[src/rtl/rpn_pkg.sv]
// ---------------------------------------------------------------------------
// rpn_pkg
// Shared definitions for the RPN stack engine: operation codes and the
// operation FSM state encoding.
// ---------------------------------------------------------------------------
package rpn_pkg;

  localparam int OP_W = 3;

  // Operation codes presented on op_code; 3'd6 and 3'd7 are reserved.
  localparam logic [OP_W-1:0] OP_PUSH = 3'd0;
  localparam logic [OP_W-1:0] OP_POP  = 3'd1;
  localparam logic [OP_W-1:0] OP_ADD  = 3'd2;
  localparam logic [OP_W-1:0] OP_MULT = 3'd3;
  localparam logic [OP_W-1:0] OP_SUB  = 3'd4;
  localparam logic [OP_W-1:0] OP_CLR  = 3'd5;

  // Operation FSM: everything completes in IDLE except a two-operand MULT.
  typedef enum logic {
    ST_IDLE = 1'b0,
    ST_MUL  = 1'b1
  } state_t;

endpackage

[src/rtl/rpn_seq_mult.sv]
// ---------------------------------------------------------------------------
// rpn_seq_mult
// Iterative unsigned shift-add multiplier. One multiplier bit is consumed
// per clock, so a product takes DATA_W cycles after i_start.
//
// Ports:
//   clk        in   rising-edge clock
//   rst_n      in   asynchronous active-low reset (aborts any product)
//   i_start    in   load operands and begin a new product
//   i_a, i_b   in   DATA_W-bit unsigned operands, sampled with i_start
//   o_done     out  high during the final iteration cycle
//   o_product  out  2*DATA_W-bit product, valid while o_done is high
// ---------------------------------------------------------------------------
module rpn_seq_mult #(
  parameter int DATA_W = 8
) (
  input  logic                  clk,
  input  logic                  rst_n,
  input  logic                  i_start,
  input  logic [DATA_W-1:0]     i_a,
  input  logic [DATA_W-1:0]     i_b,
  output logic                  o_done,
  output logic [2*DATA_W-1:0]   o_product
);

  localparam int CNT_W = $clog2(DATA_W) + 1;

  logic [2*DATA_W-1:0] r_mcand;
  logic [DATA_W-1:0]   r_mplier;
  logic [2*DATA_W-1:0] r_acc;
  logic [CNT_W-1:0]    r_cnt;
  logic                r_busy;
  logic [2*DATA_W-1:0] w_acc_nxt;

  // Accumulator after folding in the current multiplier bit.
  assign w_acc_nxt = r_acc + (r_mplier[0] ? r_mcand : {(2*DATA_W){1'b0}});

  // The last iteration's sum is handed out combinationally so the caller
  // can write it back on the DATA_W-th edge instead of one edge later.
  assign o_done    = r_busy & (r_cnt == CNT_W'(DATA_W - 1));
  assign o_product = w_acc_nxt;

  // Operand shift registers, accumulator and iteration counter.
  always_ff @(posedge clk or negedge rst_n) begin
    if (!rst_n) begin
      r_mcand  <= {(2*DATA_W){1'b0}};
      r_mplier <= {DATA_W{1'b0}};
      r_acc    <= {(2*DATA_W){1'b0}};
      r_cnt    <= {CNT_W{1'b0}};
      r_busy   <= 1'b0;
    end else if (i_start) begin
      r_mcand  <= {{DATA_W{1'b0}}, i_a};
      r_mplier <= i_b;
      r_acc    <= {(2*DATA_W){1'b0}};
      r_cnt    <= {CNT_W{1'b0}};
      r_busy   <= 1'b1;
    end else if (r_busy) begin
      r_acc    <= w_acc_nxt;
      r_mcand  <= r_mcand << 1;
      r_mplier <= r_mplier >> 1;
      r_cnt    <= r_cnt + CNT_W'(1);
      r_busy   <= ~o_done;
    end else begin
      r_busy   <= 1'b0;
    end
  end

endmodule

[src/rtl/rpn_stack_engine.sv]
// ---------------------------------------------------------------------------
// rpn_stack_engine
// Hardware RPN stack: PUSH, POP, ADD, SUB, iterative MULT and CLR on a
// DEPTH x DATA_W register stack, with stack- and arithmetic-overflow flags.
// Entry 0 is the top of stack; unused entries are always held at zero.
//
// Build option: define RPN_SAT_EN to saturate out-of-range results
// (ADD/MULT -> all ones, SUB -> 0); otherwise results wrap to DATA_W bits.
//
// Ports:
//   clk, rst_n          clock, asynchronous active-low reset
//   op_valid/op_code    operation request (accepted when op_ready is high)
//   op_ready            low only while a two-operand MULT is in progress
//   din                 PUSH operand, sampled at accept
//   top, top_valid      stack[0] (0 when empty) and non-empty indication
//   size, size_led      occupancy count and its one-hot (bit size-1) form
//   stk_ovf, arith_ovf  overflow flags
// ---------------------------------------------------------------------------
module rpn_stack_engine
  import rpn_pkg::*;
#(
  parameter  int DATA_W = 8,
  parameter  int DEPTH  = 8,
  localparam int SIZE_W = $clog2(DEPTH + 1)
) (
  input  logic              clk,
  input  logic              rst_n,
  input  logic              op_valid,
  input  logic [2:0]        op_code,
  output logic              op_ready,
  input  logic [DATA_W-1:0] din,
  output logic [DATA_W-1:0] top,
  output logic              top_valid,
  output logic [SIZE_W-1:0] size,
  output logic [DEPTH-1:0]  size_led,
  output logic              stk_ovf,
  output logic              arith_ovf
);

`ifdef RPN_SAT_EN
  localparam bit SAT_EN = 1'b1;
`else
  localparam bit SAT_EN = 1'b0;
`endif

  typedef logic [DEPTH-1:0][DATA_W-1:0] stk_t;

  stk_t                r_stk, w_stk_nxt;
  logic [SIZE_W-1:0]   r_size, w_size_nxt;
  logic                r_stk_ovf, w_stk_ovf_nxt;
  logic                r_arith_ovf, w_arith_ovf_nxt;
  state_t              r_state, w_state_nxt;
  logic [DATA_W-1:0]   r_top;
  logic                r_top_valid;
  logic [DEPTH-1:0]    r_size_led;
  logic                r_op_ready;

  logic                w_accept;
  logic                w_empty, w_full, w_two;
  logic [DATA_W:0]     w_sum, w_diff;
  logic [DATA_W-1:0]   w_add_res, w_sub_res, w_mul_res;
  logic                w_mul_ovf, w_mul_start, w_mul_done;
  logic [2*DATA_W-1:0] w_mul_prod;

  // Shift everything up one slot and place the new value on top.
  function automatic stk_t f_push(input stk_t s, input logic [DATA_W-1:0] v);
    stk_t t;
    for (int i = DEPTH - 1; i > 0; i--) t[i] = s[i-1];
    t[0] = v;
    return t;
  endfunction

  // Drop the top entry; the bottom slot refills with zero.
  function automatic stk_t f_pop(input stk_t s);
    stk_t t;
    for (int i = 0; i < DEPTH - 1; i++) t[i] = s[i+1];
    t[DEPTH-1] = {DATA_W{1'b0}};
    return t;
  endfunction

  // Replace the two top operands by one result; entries from 2 up shift down.
  function automatic stk_t f_collapse(input stk_t s, input logic [DATA_W-1:0] res);
    stk_t t;
    t = f_pop(s);
    t[0] = res;
    return t;
  endfunction

  // One-hot occupancy: bit n-1 set for n entries, all clear when empty.
  function automatic logic [DEPTH-1:0] f_onehot(input logic [SIZE_W-1:0] n);
    logic [DEPTH-1:0] v;
    for (int i = 0; i < DEPTH; i++) v[i] = (n == SIZE_W'(i + 1));
    return v;
  endfunction

  assign w_accept = op_valid & r_op_ready;
  assign w_empty  = (r_size == {SIZE_W{1'b0}});
  assign w_full   = (r_size == SIZE_W'(DEPTH));
  assign w_two    = (r_size >= SIZE_W'(2));

  // Arithmetic on the two top entries; bit DATA_W is the carry / borrow.
  assign w_sum     = {1'b0, r_stk[0]} + {1'b0, r_stk[1]};
  assign w_diff    = {1'b0, r_stk[0]} - {1'b0, r_stk[1]};
  assign w_add_res = (w_sum[DATA_W] & SAT_EN)  ? {DATA_W{1'b1}} : w_sum[DATA_W-1:0];
  assign w_sub_res = (w_diff[DATA_W] & SAT_EN) ? {DATA_W{1'b0}} : w_diff[DATA_W-1:0];
  assign w_mul_ovf = |w_mul_prod[2*DATA_W-1:DATA_W];
  assign w_mul_res = (w_mul_ovf & SAT_EN) ? {DATA_W{1'b1}} : w_mul_prod[DATA_W-1:0];

  rpn_seq_mult #(.DATA_W(DATA_W)) u_mult (
    .clk       (clk),
    .rst_n     (rst_n),
    .i_start   (w_mul_start),
    .i_a       (r_stk[0]),
    .i_b       (r_stk[1]),
    .o_done    (w_mul_done),
    .o_product (w_mul_prod)
  );

  // Next stack contents, occupancy, flags and FSM state.
  always_comb begin
    w_stk_nxt       = r_stk;
    w_size_nxt      = r_size;
    w_stk_ovf_nxt   = r_stk_ovf;
    w_arith_ovf_nxt = r_arith_ovf;
    w_state_nxt     = r_state;
    w_mul_start     = 1'b0;
    case (r_state)
      ST_IDLE: begin
        if (w_accept) begin
          case (op_code)
            OP_PUSH: begin
              // Any accepted PUSH starts a fresh arithmetic context.
              w_arith_ovf_nxt = 1'b0;
              if (w_full) begin
                w_stk_ovf_nxt = 1'b1;
              end else begin
                w_stk_nxt     = f_push(r_stk, din);
                w_size_nxt    = r_size + SIZE_W'(1);
                w_stk_ovf_nxt = 1'b0;
              end
            end
            OP_POP: begin
              if (!w_empty) begin
                w_stk_nxt     = f_pop(r_stk);
                w_size_nxt    = r_size - SIZE_W'(1);
                w_stk_ovf_nxt = 1'b0;
              end else begin
                w_size_nxt    = r_size;
              end
            end
            OP_ADD, OP_SUB: begin
              if (w_two) begin
                w_stk_nxt       = f_collapse(r_stk, (op_code == OP_ADD) ? w_add_res : w_sub_res);
                w_size_nxt      = r_size - SIZE_W'(1);
                w_arith_ovf_nxt = (op_code == OP_ADD) ? w_sum[DATA_W] : w_diff[DATA_W];
                w_stk_ovf_nxt   = 1'b0;
              end else begin
                w_size_nxt      = r_size;
              end
            end
            OP_MULT: begin
              if (w_two) begin
                w_mul_start = 1'b1;
                w_state_nxt = ST_MUL;
              end else if (!w_empty) begin
                // Single operand: product with the missing operand is 0.
                w_stk_nxt[0]    = {DATA_W{1'b0}};
                w_arith_ovf_nxt = 1'b0;
              end else begin
                w_size_nxt      = r_size;
              end
            end
            OP_CLR: begin
              w_stk_nxt       = {DEPTH{{DATA_W{1'b0}}}};
              w_size_nxt      = {SIZE_W{1'b0}};
              w_stk_ovf_nxt   = 1'b0;
              w_arith_ovf_nxt = 1'b0;
            end
            default: begin
              w_size_nxt = r_size;
            end
          endcase
        end else begin
          w_state_nxt = ST_IDLE;
        end
      end
      ST_MUL: begin
        if (w_mul_done) begin
          w_stk_nxt       = f_collapse(r_stk, w_mul_res);
          w_size_nxt      = r_size - SIZE_W'(1);
          w_arith_ovf_nxt = w_mul_ovf;
          w_stk_ovf_nxt   = 1'b0;
          w_state_nxt     = ST_IDLE;
        end else begin
          w_state_nxt     = ST_MUL;
        end
      end
      default: begin
        w_state_nxt = ST_IDLE;
      end
    endcase
  end

  // State registers plus display outputs derived from the next-state values
  // so top/top_valid/size_led always agree with size.
  always_ff @(posedge clk or negedge rst_n) begin
    if (!rst_n) begin
      r_stk       <= {DEPTH{{DATA_W{1'b0}}}};
      r_size      <= {SIZE_W{1'b0}};
      r_stk_ovf   <= 1'b0;
      r_arith_ovf <= 1'b0;
      r_state     <= ST_IDLE;
      r_top       <= {DATA_W{1'b0}};
      r_top_valid <= 1'b0;
      r_size_led  <= {DEPTH{1'b0}};
      r_op_ready  <= 1'b1;
    end else begin
      r_stk       <= w_stk_nxt;
      r_size      <= w_size_nxt;
      r_stk_ovf   <= w_stk_ovf_nxt;
      r_arith_ovf <= w_arith_ovf_nxt;
      r_state     <= w_state_nxt;
      r_top       <= (w_size_nxt != {SIZE_W{1'b0}}) ? w_stk_nxt[0] : {DATA_W{1'b0}};
      r_top_valid <= (w_size_nxt != {SIZE_W{1'b0}});
      r_size_led  <= f_onehot(w_size_nxt);
      r_op_ready  <= (w_state_nxt == ST_IDLE);
    end
  end

  assign op_ready  = r_op_ready;
  assign top       = r_top;
  assign top_valid = r_top_valid;
  assign size      = r_size;
  assign size_led  = r_size_led;
  assign stk_ovf   = r_stk_ovf;
  assign arith_ovf = r_arith_ovf;

endmodule

[config.mk]
export PLATFORM = sky130hd
export DESIGN_NAME = rpn_stack_engine
export DESIGN_NICKNAME = d
export VERILOG_FILES = /design/src/rtl/rpn_pkg.sv /design/src/rtl/rpn_seq_mult.sv /design/src/rtl/rpn_stack_engine.sv
export SDC_FILE = /design/constraint.sdc
export NUM_CORES = 1
export LEC_CHECK = 0
export CAP_MARGIN = 20
export CORE_ASPECT_RATIO = 0.5
export CORE_MARGIN = 10
export CORE_UTILIZATION = 55
export CTS_BUF_LIST = sky130_fd_sc_hd__clkbuf_16
export DETAILED_ROUTE_END_ITERATION = 6
export PLACE_DENSITY = 0.75
export RECOVER_POWER = 50
export SETUP_SLACK_MARGIN = 0.3
export SLEW_MARGIN = 15
export SYNTH_ARGS = -nofsm -noshare
export SYNTH_HDL_FRONTEND = slang
export SYNTH_HIERARCHICAL = 1
export SYNTH_SLANG_ARGS = --single-unit
[constraint.sdc]
create_clock -name clk -period 6.96 [get_ports clk]
set_clock_uncertainty 0.2 [all_clocks]
set_input_delay 2.088 -clock clk [delete_from_list [all_inputs] [get_ports clk]]
set_output_delay 2.088 -clock clk [all_outputs]
set_load 0.03 [all_outputs]
# Yosys cells after proc, flatten, opt, wreduce, memory -nomap -nowiden
# Index checks and enable logic that the tools add are counted.
# classes
n_addsub	6
mul	0
n_div	0
order_cmp	1
n_eq_ne	24
n_shift	0
muxes	50
bitwise_logic	5
reduce_logical	10
# ops
cell	n
64-bit 2-to-1 mux	5
56-bit case mux with 4 select lines	1
64-bit case mux with 2 select lines	1
16-bit 2-to-1 mux	5
8-bit 2-to-1 mux	6
8-bit case mux with 5 select lines	1
4-bit 2-to-1 mux	7
4-bit by 3-bit equality test with 1-bit output, second input constant	5
1-bit 2-to-1 mux	17
16-bit adder	1
4-bit case mux with 4 select lines	1
3-bit inequality test, second input constant	5
6-bit AND reduction	2
8-bit by 8-bit adder with 9-bit output	1
8-bit by 8-bit subtractor with 9-bit output	1
4-bit by 1-bit adder with 4-bit output, second input constant	2
4-bit by 2-bit equality test with 1-bit output, second input constant	2
4-bit equality test, second input constant	2
4-bit case mux with 2 select lines	1
8-bit OR reduction	1
3-bit by 2-bit equality test with 1-bit output, second input constant	2
3-bit equality test, second input constant	2
1-bit case mux with 2 select lines	3
5-bit by 1-bit inequality test with 1-bit output, second input constant	1
17 further kinds	21
# word_totals
reg_bits	134
latchBits	0
ram_bits	0
mem_bits_ro	0
inputBits	14
out_inout_bits	24
elab_cells	117
memories	0

# Depth between registers and ports, before layout
# Gate-level depths: netlist of the first run.
# logic_depth
word_depth	7
ltp_mapped	13
mapped_depth_nobuf	12

# By module
# Netlist of the first run, hierarchy kept.
# modules_own_cells
module	instances	cells_each	area_each_um2	seq_area_each_um2
rpn_stack_engine	1	659	5751.8	2228.4
rpn_seq_mult	1	312	2934.1	1126.1

# Worst setup path before layout of the first run
# OpenSTA, ideal clock, no wires.
# synth_timing
kind	input-to-reg
from	in op_code[1]
to	reg u_mult.r_acc[9]
setup_ps	126
t_arrival_ps	3907
t_required_ps	6634
setup_slack_ps	2727
cell_stages	7
n_path_buf	3
path_cell_list	buf_4 buf_2 nand2b_1 nor4b_1 clkbuf_1 nor2_1 a221o_1
# synth_between
elab_chain_len	5
word_cells_on_any_way	6
classes_between	eq/ne: 1; mux: 4; reduce/logical: 1
# synth_lines
element	line_no	source
start: declaration	rpn_stack_engine.sv:29	input logic [2:0] op_code,
3-bit by 2-bit equality test with 1-bit output (*)	rpn_stack_engine.sv:130	case (op_code)
1-bit 2-to-1 mux (*)	rpn_stack_engine.sv:130	
1-bit 2-to-1 mux (*)	rpn_stack_engine.sv:129	if (w_accept) begin
1-bit 2-to-1 mux (*)	rpn_stack_engine.sv:127	case (r_state)
net w_mul_start	rpn_stack_engine.sv:62	logic w_mul_ovf, w_mul_start, w_mul_done;
16-bit 2-to-1 mux or 2-bit nonzero test (tied branches)	n/a	
end signal: assignment	rpn_seq_mult.sv:48	r_acc <= {(2*DATA_W){1'b0}};
end signal: assignment	rpn_seq_mult.sv:54	r_acc <= {(2*DATA_W){1'b0}};
end signal: assignment	rpn_seq_mult.sv:58	r_acc <= w_acc_nxt;
end: declaration	rpn_seq_mult.sv:30	logic [2*DATA_W-1:0] r_acc;
# The timed path passes the listed nets; every way through them passes the cells marked *.
# A chain may end at the register's enable or synchronous reset.

# Worst setup path in the final report of the first run
# layout_timing
from	in op_code[0]
to	reg r_stk[39] in the netlist's numbering
# layout_between
elab_chain_len	5
word_cells_on_any_way	14
classes_between	eq/ne: 8; mux: 3; reduce/logical: 3
# layout_lines
element	line_no	source
3-bit by 2-bit equality test with 1-bit output or 3-bit equality test (tied branches)	rpn_stack_engine.sv:130	
2-bit OR reduction	rpn_stack_engine.sv:130	
56-bit case mux with 4 select lines	rpn_stack_engine.sv:130	
64-bit 2-to-1 mux	rpn_stack_engine.sv:129	
64-bit case mux with 2 select lines	rpn_stack_engine.sv:127	
end signal: assignment	rpn_stack_engine.sv:208	r_stk <= {DEPTH{{DATA_W{1'b0}}}};
end signal: assignment	rpn_stack_engine.sv:218	r_stk <= w_stk_nxt;
end: declaration	rpn_stack_engine.sv:48	stk_t r_stk, w_stk_nxt;
# Parallel ways exist; a longest one is shown, timed or not. The select of a mux whose other input is x is not followed.

==> reports/results.tsv, run 1 <==
stage	metric	value	unit
finish	nets	1024	
run	MaxCap Viol Count	1	
setup_path	slowest stage cell, crit path	clkdlybuf4s50_1	
global_routing	initial antenna violation count	0	
logic_synthesis	Synth area leaders	dfrtp_1, a21oi_1, ha_1	
min_path	worst hold path type	flop to flop	
floorplanning	Die H	109	um
routing	DR pass1 iterations	5	
global_routing	grt met2 use	32.1	%
floorplanning	Core Area	15500	um^2
place	DP HPWL	13800	um
clocking	CTS Hold Buffers Added	0	
clocking	clk buf depth	2	
global_routing	largest net degree at the start of global routing	113	
global_routing	GRT Max-Usage Layer	met2	
finish	P&R area growth vs syn	11.3	%
timing	setup TNS	0	ns
floorplanning	Initial Util	56.2	%
logic_synthesis	mux cell area share after synthesis	4.71	%
clocking	cts repair resizes	0	
setup_path	WP data required	7.09	ns
setup_path	CP peak stage delay	0.81	ns
pwr	LEAKAGE	4.07	nW
clocking	Clk pin slew, worst setup/hold paths	0.06	ns
logic_synthesis	Post-Syn Nets	1024	
logic_synthesis	Post-Synth Simple-Gate Area	17.1	%
timing	Max-slew headroom	-62.5	%
logic_synthesis	XOR/XNOR Fraction of Synth Area	2.20	%
logic_synthesis	Post-synth EDFFs	0	
finish	area of the multi-input gates	4840	um^2
setup_path	CP Capture Type	flop	
setup_path	critical path, cell by cell	clkdlybuf4s50_1, or3_1, nand2_1, buf_4, and2_1, a22oi_1, a21oi_1	
place	Placement Cell Area	9070	um^2
routing	DRC viols	0	
floorplanning	Die X	198	um
routing	wire per inst	17.5	um
setup_path	WP data arrival	5.18	ns
timing	RSZ-0062 raised after global routing	no	
logic_synthesis	sequential fraction of the synthesis area	38.6	%
logic_synthesis	Post-Syn Instances	971	
clocking	H-tree depth	4	
pwr	Power Density	490	nW/um^2
finish	Layout Utilization	62.6	%
finish	n_diodes	0	
global_routing	Total GRT Usage	19.8	%
timing	fin. max-slew vios	98	
setup_path	Setup Crit Path Kind	primary input to flop	
routing	First DRT Iteration DRCs	947	
setup_path	worst r2r dst	arith_ovf	
clocking	total CTS buffers	17	
finish	register area	3360	um^2
setup_path	Crit. Startpoint	op_code[0]	
setup_path	Startpoint Class	primary input	
place	routability cong.	0.928	
clocking	Clock Sinks	134	
global_routing	grt total ovfl	0	
global_routing	M3 GR Usage	3.47	%
clocking	TritonCTS clock tree	done	
clocking	CTS root buffer	clkbuf_16	
logic_synthesis	Post-Syn Area	8690	um^2
pwr	final total power	4.74	mW
floorplanning	die area	21500	um^2
logic_synthesis	Primary FF master, synth	dfrtp_1	
logic_synthesis	Synth Area in Adders	5.88	%
logic_synthesis	post-synth top area cell	dfrtp_1	
logic_synthesis	Yosys cell types	87	
setup_path	crit path capture	r_stk[39]	
place	Port Buf Inserts	37	
timing	slew at the pin closest to its max-slew limit	2.44	ns
clocking	Post-CTS Setup Bufs	0	
outcome	status	finished with violations	
logic_synthesis	Synth Register Bits	134	
timing	Finish-stage setup viols	0	
finish	fraction of layout instances using a drive strength above 1	8.55	%
finish	Design Area, Final	9670	um^2
logic_synthesis	largest family of logic cells by synthesized area	compound AO/OA/AOI/OAI gates	
global_routing	number of global-route vias before repair	7058	
routing	vias per cell	6.15	
routing	final wirelength	20700	um
floorplanning	FP Rows	32	
routing	vias	7293	
timing	period utilization	72.5	%
pwr	maximum VDD drop	207	uV
setup_path	Worst Path Max Fanout	39	
timing	maximum clock rate	198	MHz
logic_synthesis	top cell type's share of synthesized area	38.3	%
global_routing	GRT met1 Usage	26.9	%
routing	post-route ant nets	0	
setup_path	R2R Setup Slk	3.15	ns
clocking	clock latency at the later pin of the worst-skew pair	0.42	ns
setup_path	FF-to-FF path depth	11	
timing	Final Hold Fails	0	
floorplanning	io pins	38	
outcome	failing checks	max-capacitance violations, max-slew violations	
logic_synthesis	Synth async-reset ratio	100	%
finish	Fillers	1287	
global_routing	first-pass GRT wire length	35400	um
logic_synthesis	Mean Syn Cell Area	8.95	um^2
timing	final critical-path required period	5.05	ns
setup_path	RR Startpoint	u_mult/r_mplier[0]	
logic_synthesis	Synth Warn #	6	
logic_synthesis	Synth Area in Compound Gates	25.6	%
==> synthesized netlist by cell type (all sizes together) (5+ instances only) <==
cell     instances
o22ai            5
nor2           108
xor2            12
a2bb2oi         36
and3             5
a21o            11
a211oi           7
o21bai           5
nand2           61
nor4             9
a21oi          147
nor3b            5
mux2i           33
o21ai           49
inv             41
nand3           14
a22oi           15
nand3b           6
or3             11
and2            23
clkbuf          43
o311ai           7
a221oi           5
nand2b           9
buf             25
nor2b            6
ha              36
a31oi            5
mux2             7
or4              6
dfrtp          133
nor3            11
xnor2            9
a32oi            6
==> critical path: cells and delay by family <==
kind | cells | cell delay (ns)
buffers and inverters | 2 | 1.18
and+or+nand+nor | 3 | 1.45
AOI/OAI and AO/OA | 2 | 0.41
==> sequential cells by signal (all words and copies together), names as in the netlist <==
register         flops
arith_ovf            1
op_ready             1
r_state              1
r_stk               64
size                 4
size_led             8
stk_ovf              1
top                  8
top_valid            1
u_mult/r_acc        16
u_mult/r_busy        1
u_mult/r_cnt         4
u_mult/r_mcand      16
u_mult/r_mplier      8
==> power breakdown <==
part	internal [mW]	leakage (nW)	switching [mW]
Combinational	0.948	2.13	1.31
Sequential	1.15	1.65	0.393
Clock	0.594	0.288	0.345
==> cells by family after synthesis <==
logic type                 count (synthesis)
muxes                                     40
AOI/OAI and AO/OA                        337
adders and majority gates                 39
and+or+nand+nor                          291
DFF                                      134
buffers and inverters                    109
xor gates and xnor gates                  21
==> routing by layer <==
| metal | vias to the layer above | share of wire, % |
|---|---|---|
| met5 | - | 0 |
| met4 | 0 | 1.1 |
| met3 | 25 | 4.2 |
| met2 | 175 | 48 |
| met1 | 3558 | 47 |
| li1 | 3535 | - |
==> cell usage in the layout, fill, tap and decap left out, drive strengths merged, types with 15 or more instances in the layout <==
| cell | instances |
|---|---|
| clkdlybuf4s50 | 24 |
| a21oi | 147 |
| ha | 36 |
| clkbuf | 18 |
| inv | 42 |
| nor2 | 108 |
| a22oi | 15 |
| mux2i | 33 |
| o21ai | 49 |
| nand2 | 61 |
| a2bb2oi | 36 |
| dfrtp | 133 |
| and2 | 23 |
==> stage by stage <==
stage,setup slack (ns),hold slack [ns],std cells
2_1_floorplan,2.73,0.253,971
3_3_place_gp,1.67,0.275,1156
3_5_place_dp,1.55,0.293,1156
4_1_cts,1.98,0.303,1186
5_1_grt,1.74,0.332,1186
6_report,1.91,0.298,1186
==> area by class of cell <==
cell class | instances | share of cell area, %
multi-input combinational | 728 | 50.1
sequential | 134 | 34.7
timing repair buffer | 49 | 4.71
clock buffer | 17 | 4.40
tap | 204 | 2.64
clock inverter | 13 | 1.88
inverter | 41 | 1.59
==> worst min-delay path by stage <==
stage / startpoint / end / slack [ns] / cells after the start
floorplan: u_mult/r_acc[12] / u_mult/r_acc[12] / 0.25 / 2
global placement: u_mult/r_acc[11] / u_mult/r_acc[11] / 0.27 / 1
detailed placement: u_mult/r_acc[6] / u_mult/r_acc[6] / 0.29 / 2
CTS: u_mult/r_acc[11] / u_mult/r_acc[11] / 0.30 / 1
global route: u_mult/r_acc[10] / u_mult/r_acc[10] / 0.33 / 1
finish: u_mult/r_acc[11] / u_mult/r_acc[11] / 0.30 / 1
No activity file was read; power rests on OpenSTA's default activity.
==> run 2, diff against run 1 <==
==> constraint.sdc (replaced) <==
create_clock -name clk -period 4.7 [get_ports clk]
set_clock_uncertainty 0.2 [all_clocks]
set_input_delay 1.41 -clock clk [delete_from_list [all_inputs] [get_ports clk]]
set_output_delay 1.41 -clock clk [all_outputs]
set_load 0.03 [all_outputs]
==> run 2 against run 1 <==
  * The flow still finishes with violations (max-capacitance violations, max-slew violations)
  * Sequential share of layout area shrank 0.26 points
  * Final area is 0.76% higher
  * Worst hold slack lost 0.0057 ns
  * Worst setup slack worse by 1.2 ns
  * Global-route usage grew 0.86 points
  * Flip-flop and latch count unchanged
  * Sequential power grew 51%
  * Critical path depth up 1
  * Wire length is 4.9% higher
  * Largest cell class unchanged
==> reports/results.tsv, run 2 (synthesis results as in run 1) <==
stage	metric	value	unit	change
timing	Final Hold Fails	0		unchanged
routing	First DRT Iteration DRCs	752		-21%
finish	area of the multi-input gates	4840	um^2	unchanged
finish	most frequent cells in the layout	a21oi_1, dfrtp_1, nor2_1		
global_routing	initial antenna violation count	0		unchanged
setup_path	CP Capture Type	flop		
place	DP HPWL	14600	um	+5.8%
outcome	status	finished with violations		
clocking	CTS root buffer	clkbuf_16		
global_routing	first-pass GRT wire length	36400	um	+3.0%
clocking	CTS Hold Buffers Added	0		unchanged
setup_path	Worst Path Max Fanout	37		-5.1%
clocking	Clk pin slew, worst setup/hold paths	0.06	ns	about the same
setup_path	WP data required	4.85	ns	-2.24 ns
clocking	Post-CTS Setup Bufs	0		unchanged
routing	vias	7258		-0.48%
finish	Design Area, Final	9740	um^2	+0.76%
timing	WHS	0.292	ns	-0.00573 ns
place	Port Buf Inserts	37		unchanged
finish	biggest regs	r_stk (64), u_mult/r_acc (16), u_mult/r_mcand (16)		
clocking	cts repair resizes	0		unchanged
finish	most common cell after layout, fill and taps aside	a21oi_1		
clocking	TritonCTS clock tree	done		
floorplanning	FP Rows	32		unchanged
setup_path	Setup Crit Path Kind	primary input to flop		
setup_path	critical path, cell by cell	clkdlybuf4s50_1, buf_4, or3b_2, o32ai_4, buf_4, a21o_1, a22oi_1, a21oi_1		
timing	maximum clock rate	252	MHz	
timing	setup TNS	0	ns	unchanged
finish	register area	3360	um^2	unchanged
finish	fraction of layout instances using a drive strength above 1	9.56	%	+1.0 points
timing	slew at the pin closest to its max-slew limit	2.08	ns	-0.362 ns
timing	fin. max-slew vios	82		-16%
routing	final wirelength	21800	um	+4.9%
finish	Layout Utilization	63.0	%	+0.48 points
outcome	failing checks	max-capacitance violations, max-slew violations		
clocking	H-tree depth	4		unchanged
finish	n_diodes	0		unchanged
floorplanning	Core Area	15500	um^2	unchanged
min_path	worst hold path type	flop to flop		
pwr	LEAKAGE	4.12	nW	+1.1%
place	routability cong.	0.907		-2.3%
timing	RSZ-0062 raised after global routing	no		
finish	max reg flops	64		unchanged
setup_path	CP dominant cell by count	buf_4		
floorplanning	Die X	198	um	unchanged
run	MaxCap Viol Count	1		unchanged
pwr	Power Density	721	nW/um^2	+47%
floorplanning	die area	21500	um^2	unchanged
routing	post-route ant nets	0		unchanged
finish	nets	1034		+0.98%
timing	Max-slew headroom	-38.4	%	+24 points
finish	Fillers	1253		-2.6%
timing	final critical-path required period	3.96	ns	
setup_path	CP peak stage delay	0.57	ns	-0.24 ns
global_routing	largest net degree at the start of global routing	113		unchanged
global_routing	number of global-route vias before repair	7119		+0.86%
clocking	total CTS buffers	17		unchanged
timing	period utilization	84.3	%	
routing	wire per inst	18.2	um	+3.9%
routing	DRC viols	0		unchanged
setup_path	slowest stage cell, crit path	clkdlybuf4s50_1		
clocking	clock latency at the later pin of the worst-skew pair	0.43	ns	about the same
global_routing	grt total ovfl	0		unchanged
routing	DR pass1 iterations	7		+2
timing	Finish-stage setup viols	0		unchanged
clocking	Clock Sinks	134		unchanged
routing	vias per cell	6.06		-1.5%
setup_path	WP data arrival	4.11	ns	-1.07 ns
clocking	clk buf depth	2		unchanged
pwr	maximum VDD drop	316	uV	+53%
setup_path	Startpoint Class	primary input		
finish	P&R area growth vs syn	12.2	%	
finish	Top reg by flops	r_stk		
global_routing	Total GRT Usage	20.6	%	+0.86 points
floorplanning	io pins	38		unchanged
place	Placement Cell Area	9170	um^2	+1.1%
floorplanning	Initial Util	56.2	%	unchanged
floorplanning	Die H	109	um	unchanged
## run 2: metal layers
| layer | vias up | global-route usage [%] | part of all wire (%) | wire [um] |
|---|---|---|---|---|
| met5 | - | 0 | 0 | 0 |
| met4 | 0 | 6.59 | 1.6 | 341 |
| met3 | 30 | 3.91 | 5.1 | 1110 |
| met2 | 209 | 32.7 | 46 | 10100 |
| met1 | 3458 | 28.2 | 47 | 10200 |
| li1 | 3561 | - | - | - |
## run 2: through the flow
stage	worst slack, ns	total power [mW]	std cells
after floorplan	1.15	4.73	971
after detailed placement	0.326	5.65	1166
after global placement	0.387	5.54	1166
final	0.739	7.03	1198
after global routing	0.481	7.56	1198
after CTS	0.788	7.04	1198
## run 2: critical path, delay by kind of cell
family,cells,cell delay [ns]
AO/OA/AOI/OAI,4,0.92
buffers and inverters,3,1.25
AND/OR/NAND/NOR,1,0.52
## run 2: area by class of cell
cell class,count,share of cell area (%)
Clock buffer,17,4.37
Inverter,41,1.58
Timing Repair Buffer,59,5.65
Clock inverter,15,1.64
Tap cell,204,2.62
Multi-Input combinational cell,728,49.7
Sequential cell,134,34.4
## run 2: final timing paths
kind,to,slack (ns),start,cells past startpoint
worst max-delay path,r_stk[31],0.74,op_code[1],8
worst min-delay path,u_mult/r_acc[12],0.29,u_mult/r_acc[12],2
worst max register to register,arith_ovf,1.02,u_mult/r_mplier[0],11
worst min register to register,u_mult/r_acc[12],0.29,u_mult/r_acc[12],2
max in group asynchronous,u_mult/r_busy,1.25,rst_n,2
min in group asynchronous,r_stk[48],1.38,rst_n,1
## run 2: power by group
| part | switching, mW | total (mW) | internal (mW) | leakage (nW) |
|---|---|---|---|---|
| sequential | 0.623 | 2.32 | 1.70 | 1.65 |
| combinational | 1.94 | 3.36 | 1.43 | 2.19 |
| clock | 0.523 | 1.35 | 0.824 | 0.279 |
==> run 3, diff against run 2 <==
--- a/config.mk
+++ b/config.mk
@@ -11,7 +11,7 @@
 export CORE_UTILIZATION = 55
 export CTS_BUF_LIST = sky130_fd_sc_hd__clkbuf_16
 export DETAILED_ROUTE_END_ITERATION = 6
-export PLACE_DENSITY = 0.75
+export PLACE_DENSITY = 0.78
 export RECOVER_POWER = 50
 export SETUP_SLACK_MARGIN = 0.3
 export SLEW_MARGIN = 15
==> constraint.sdc (replaced) <==
create_clock -name clk -period 3.2 [get_ports clk]
set_clock_uncertainty 0.2 [all_clocks]
set_input_delay 0.96 -clock clk [delete_from_list [all_inputs] [get_ports clk]]
set_output_delay 0.96 -clock clk [all_outputs]
set_load 0.03 [all_outputs]
==> run 3 against run 2 <==
  * The flow still finishes with violations (max-capacitance violations, max-slew violations)
  * Wire length rose by 12%
  * Count of clock-buffer cells in the layout did not move
  * Sequential power rose by 43%
  * Critical path depth rose by 1
  * Die area did not move
  * Via count rose by 9.8%
  * Clock power rose by 52%
  * Largest power group unchanged
==> reports/results.tsv, run 3 (synthesis results as in run 1) <==
stage	metric	value	unit	change
routing	wire per inst	18.9	um	+4.2%
finish	biggest regs	r_stk (64), u_mult/r_acc (16), u_mult/r_mcand (16)		
global_routing	initial antenna violation count	0		unchanged
global_routing	Total GRT Usage	22.6	%	+1.9 points
timing	fin. max-slew vios	62		-24%
place	Place WS	-0.344	ns	-0.670 ns
timing	RSZ-0062 raised after global routing	yes		
outcome	failing checks	max-capacitance violations, max-slew violations		
pwr	Power Density	1050	nW/um^2	+45%
setup_path	Worst Path Max Fanout	5		-86%
routing	final wirelength	24300	um	+12%
finish	fraction of layout instances using a drive strength above 1	21.3	%	+12 points
setup_path	Startpoint Class	primary input		
finish	P&R area growth vs syn	26.0	%	
timing	period utilization	96.7	%	
global_routing	first-pass GRT wire length	39800	um	+9.1%
floorplanning	FP Rows	32		unchanged
timing	final critical-path required period	3.10	ns	
clocking	Clock Sinks	134		unchanged
clocking	Clk pin slew, worst setup/hold paths	0.06	ns	about the same
run	MaxCap Viol Count	1		unchanged
place	Placement Cell Area	9780	um^2	+6.7%
pwr	sequential share of power	28.9	%	-4.1 points
pwr	Pint	6.56	mW	+66%
pwr	Combinational Power Share	53.2	%	+5.4 points
routing	DR pass1 iterations	7		unchanged
setup_path	worst r2r dst	arith_ovf		
clocking	CTS root buffer	clkbuf_16		
setup_path	crit path capture	top[4]		
pwr	Psw	4.92	mW	+60%
place	Port Buf Inserts	37		unchanged
setup_path	Setup Crit Path Kind	primary input to flop		
finish	Top reg by flops	r_stk		
finish	Layout Utilization	70.8	%	+7.8 points
timing	Max-slew headroom	-8.82	%	+30 points
timing	slew at the pin closest to its max-slew limit	1.63	ns	-0.444 ns
timing	setup TNS	0	ns	unchanged
timing	Finish-stage setup viols	0		unchanged
clocking	total CTS buffers	17		unchanged
floorplanning	io pins	38		unchanged
pwr	maximum VDD drop	513	uV	+62%
routing	vias	7968		+9.8%
setup_path	WP data required	3.34	ns	-1.51 ns
global_routing	largest net degree at the start of global routing	63		-44%
place	DP HPWL	16000	um	+9.6%
finish	most frequent cells in the layout	a21oi_1, dfrtp_1, nor2_1		
global_routing	number of global-route vias before repair	7714		+8.4%
clocking	clk buf depth	2		unchanged
timing	Final Hold Fails	0		unchanged
finish	n_diodes	0		unchanged
floorplanning	die area	21500	um^2	unchanged
outcome	status	finished with violations		
pwr	part of the power in the clock network	17.9	%	-1.3 points
setup_path	WP data arrival	3.23	ns	-0.88 ns
timing	final setup margin	0.105	ns	-0.635 ns
finish	nets	1121		+8.4%
pwr	Sw Share	42.8	%	-1.0 points
pwr	LEAKAGE	4.64	nW	+13%
clocking	TritonCTS clock tree	done		
routing	vias per cell	6.21		+2.4%
floorplanning	Initial Util	56.2	%	unchanged
global_routing	grt total ovfl	0		unchanged
clocking	H-tree depth	4		unchanged
finish	max reg flops	64		unchanged
finish	most common cell after layout, fill and taps aside	a21oi_1		
finish	fin cells	1284		+7.2%
setup_path	CP Capture Type	flop		
setup_path	RR Startpoint	u_mult/r_mplier[0]		
floorplanning	Die X	198	um	unchanged
setup_path	Crit. Startpoint	op_code[1]		
clocking	clock latency at the later pin of the worst-skew pair	0.43	ns	about the same
floorplanning	Die H	109	um	unchanged
setup_path	R2R Setup Slk	0.13	ns	-0.89 ns
routing	post-route ant nets	0		unchanged
min_path	worst hold path type	flop to flop		
setup_path	FF-to-FF path depth	11		unchanged
place	routability cong.	0.972		+7.2%
place	dpl cells	1225		+5.1%
floorplanning	Core Area	15500	um^2	unchanged
routing	DRC viols	0		unchanged
routing	First DRT Iteration DRCs	811		+7.8%
timing	maximum clock rate	323	MHz	
finish	Design Area, Final	10900	um^2	+12%
==> run 3: cell types whose count changed in the layout (fill, tap and decap cells not counted), moves of 7 or more <==
cell / change
a21oi_1: -7
ha_4: +9
and2_4: +7
and2_1: -8
buf_4: +63
dlygate4sd3_1: -12
buf_12: +10
ha_1: -12
clkbuf_1: +7
==> run 3: worst min-delay path by stage <==
| stage | from | to | slack [ns] | cells past startpoint |
|---|---|---|---|---|
| floorplan | u_mult/r_acc[12] | u_mult/r_acc[12] | 0.25 | 2 |
| global placement | u_mult/r_acc[12] | u_mult/r_acc[12] | 0.27 | 2 |
| detailed placement | u_mult/r_acc[11] | u_mult/r_acc[11] | 0.28 | 1 |
| CTS | u_mult/r_acc[12] | u_mult/r_acc[12] | 0.30 | 2 |
| global route | u_mult/r_acc[12] | u_mult/r_acc[12] | 0.34 | 2 |
| finish | u_mult/r_acc[12] | u_mult/r_acc[12] | 0.32 | 2 |
==> run 3: critical path, cell delays in order <==
cell	delay (ns)
dlygate4sd2_1	0.26
buf_2	0.15
or3b_2	0.50
o32ai_1	0.45
a211oi_2	0.11
a211oi_2	0.37
nor4_4	0.11
buf_4	0.17
a211oi_1	0.15
==> run 3: timing repair <==
| action | 4_1_cts | 5_1_grt |
|---|---|---|
| setup buffers | 15 | 11 |
| endpoints found under the hold margin | 0 | 0 |
| endpoints found under the setup margin | 71 | 65 |
| hold buffers | 0 | 0 |
| gates cloned | 2 | 0 |
| pin swaps | 23 | 22 |
| resized for setup | 43 | 45 |
==> run 3: final cells by class <==
| cell class | count | area (um^2) |
|---|---|---|
| fill | 1128 | 4510 |
| multi-input combinational | 728 | 5190 |
| sequential | 134 | 3360 |
| tap | 204 | 255 |
| clock buffer | 17 | 425 |
| timing repair buffer | 146 | 1370 |
| inverter | 41 | 154 |
| clock inverter | 14 | 188 |
==> run 3: power by group through the flow <==
stage | sequential (mW) | clock [mW] | combinational, mW
4_1_cts | 3.27 | 2.08 | 5.77
3_5_place_dp | 3.27 | 0 | 5.46
3_3_place_gp | 3.23 | 0 | 5.30
6_report | 3.32 | 2.05 | 6.11
2_1_floorplan | 3.29 | 0 | 3.71
5_1_grt | 3.41 | 2.15 | 6.69
==> run 3: through the flow <==
| step | hold slack (ns) | total power [mW] |
|---|---|---|
| 3_5_place_dp | 0.285 | 8.73 |
| 3_3_place_gp | 0.275 | 8.53 |
| 5_1_grt | 0.336 | 12.2 |
| 4_1_cts | 0.302 | 11.1 |
| 6_report | 0.319 | 11.5 |
| 2_1_floorplan | 0.253 | 6.99 |
==> run 3: per-layer routing <==
layer	share of wire, %	GRT usage [%]	vias to the layer above
li1	-	-	3735
met1	45	30.0	3919
met2	49	37.0	282
met3	5.2	3.87	32
met4	1.4	7.25	0
met5	0	0	-
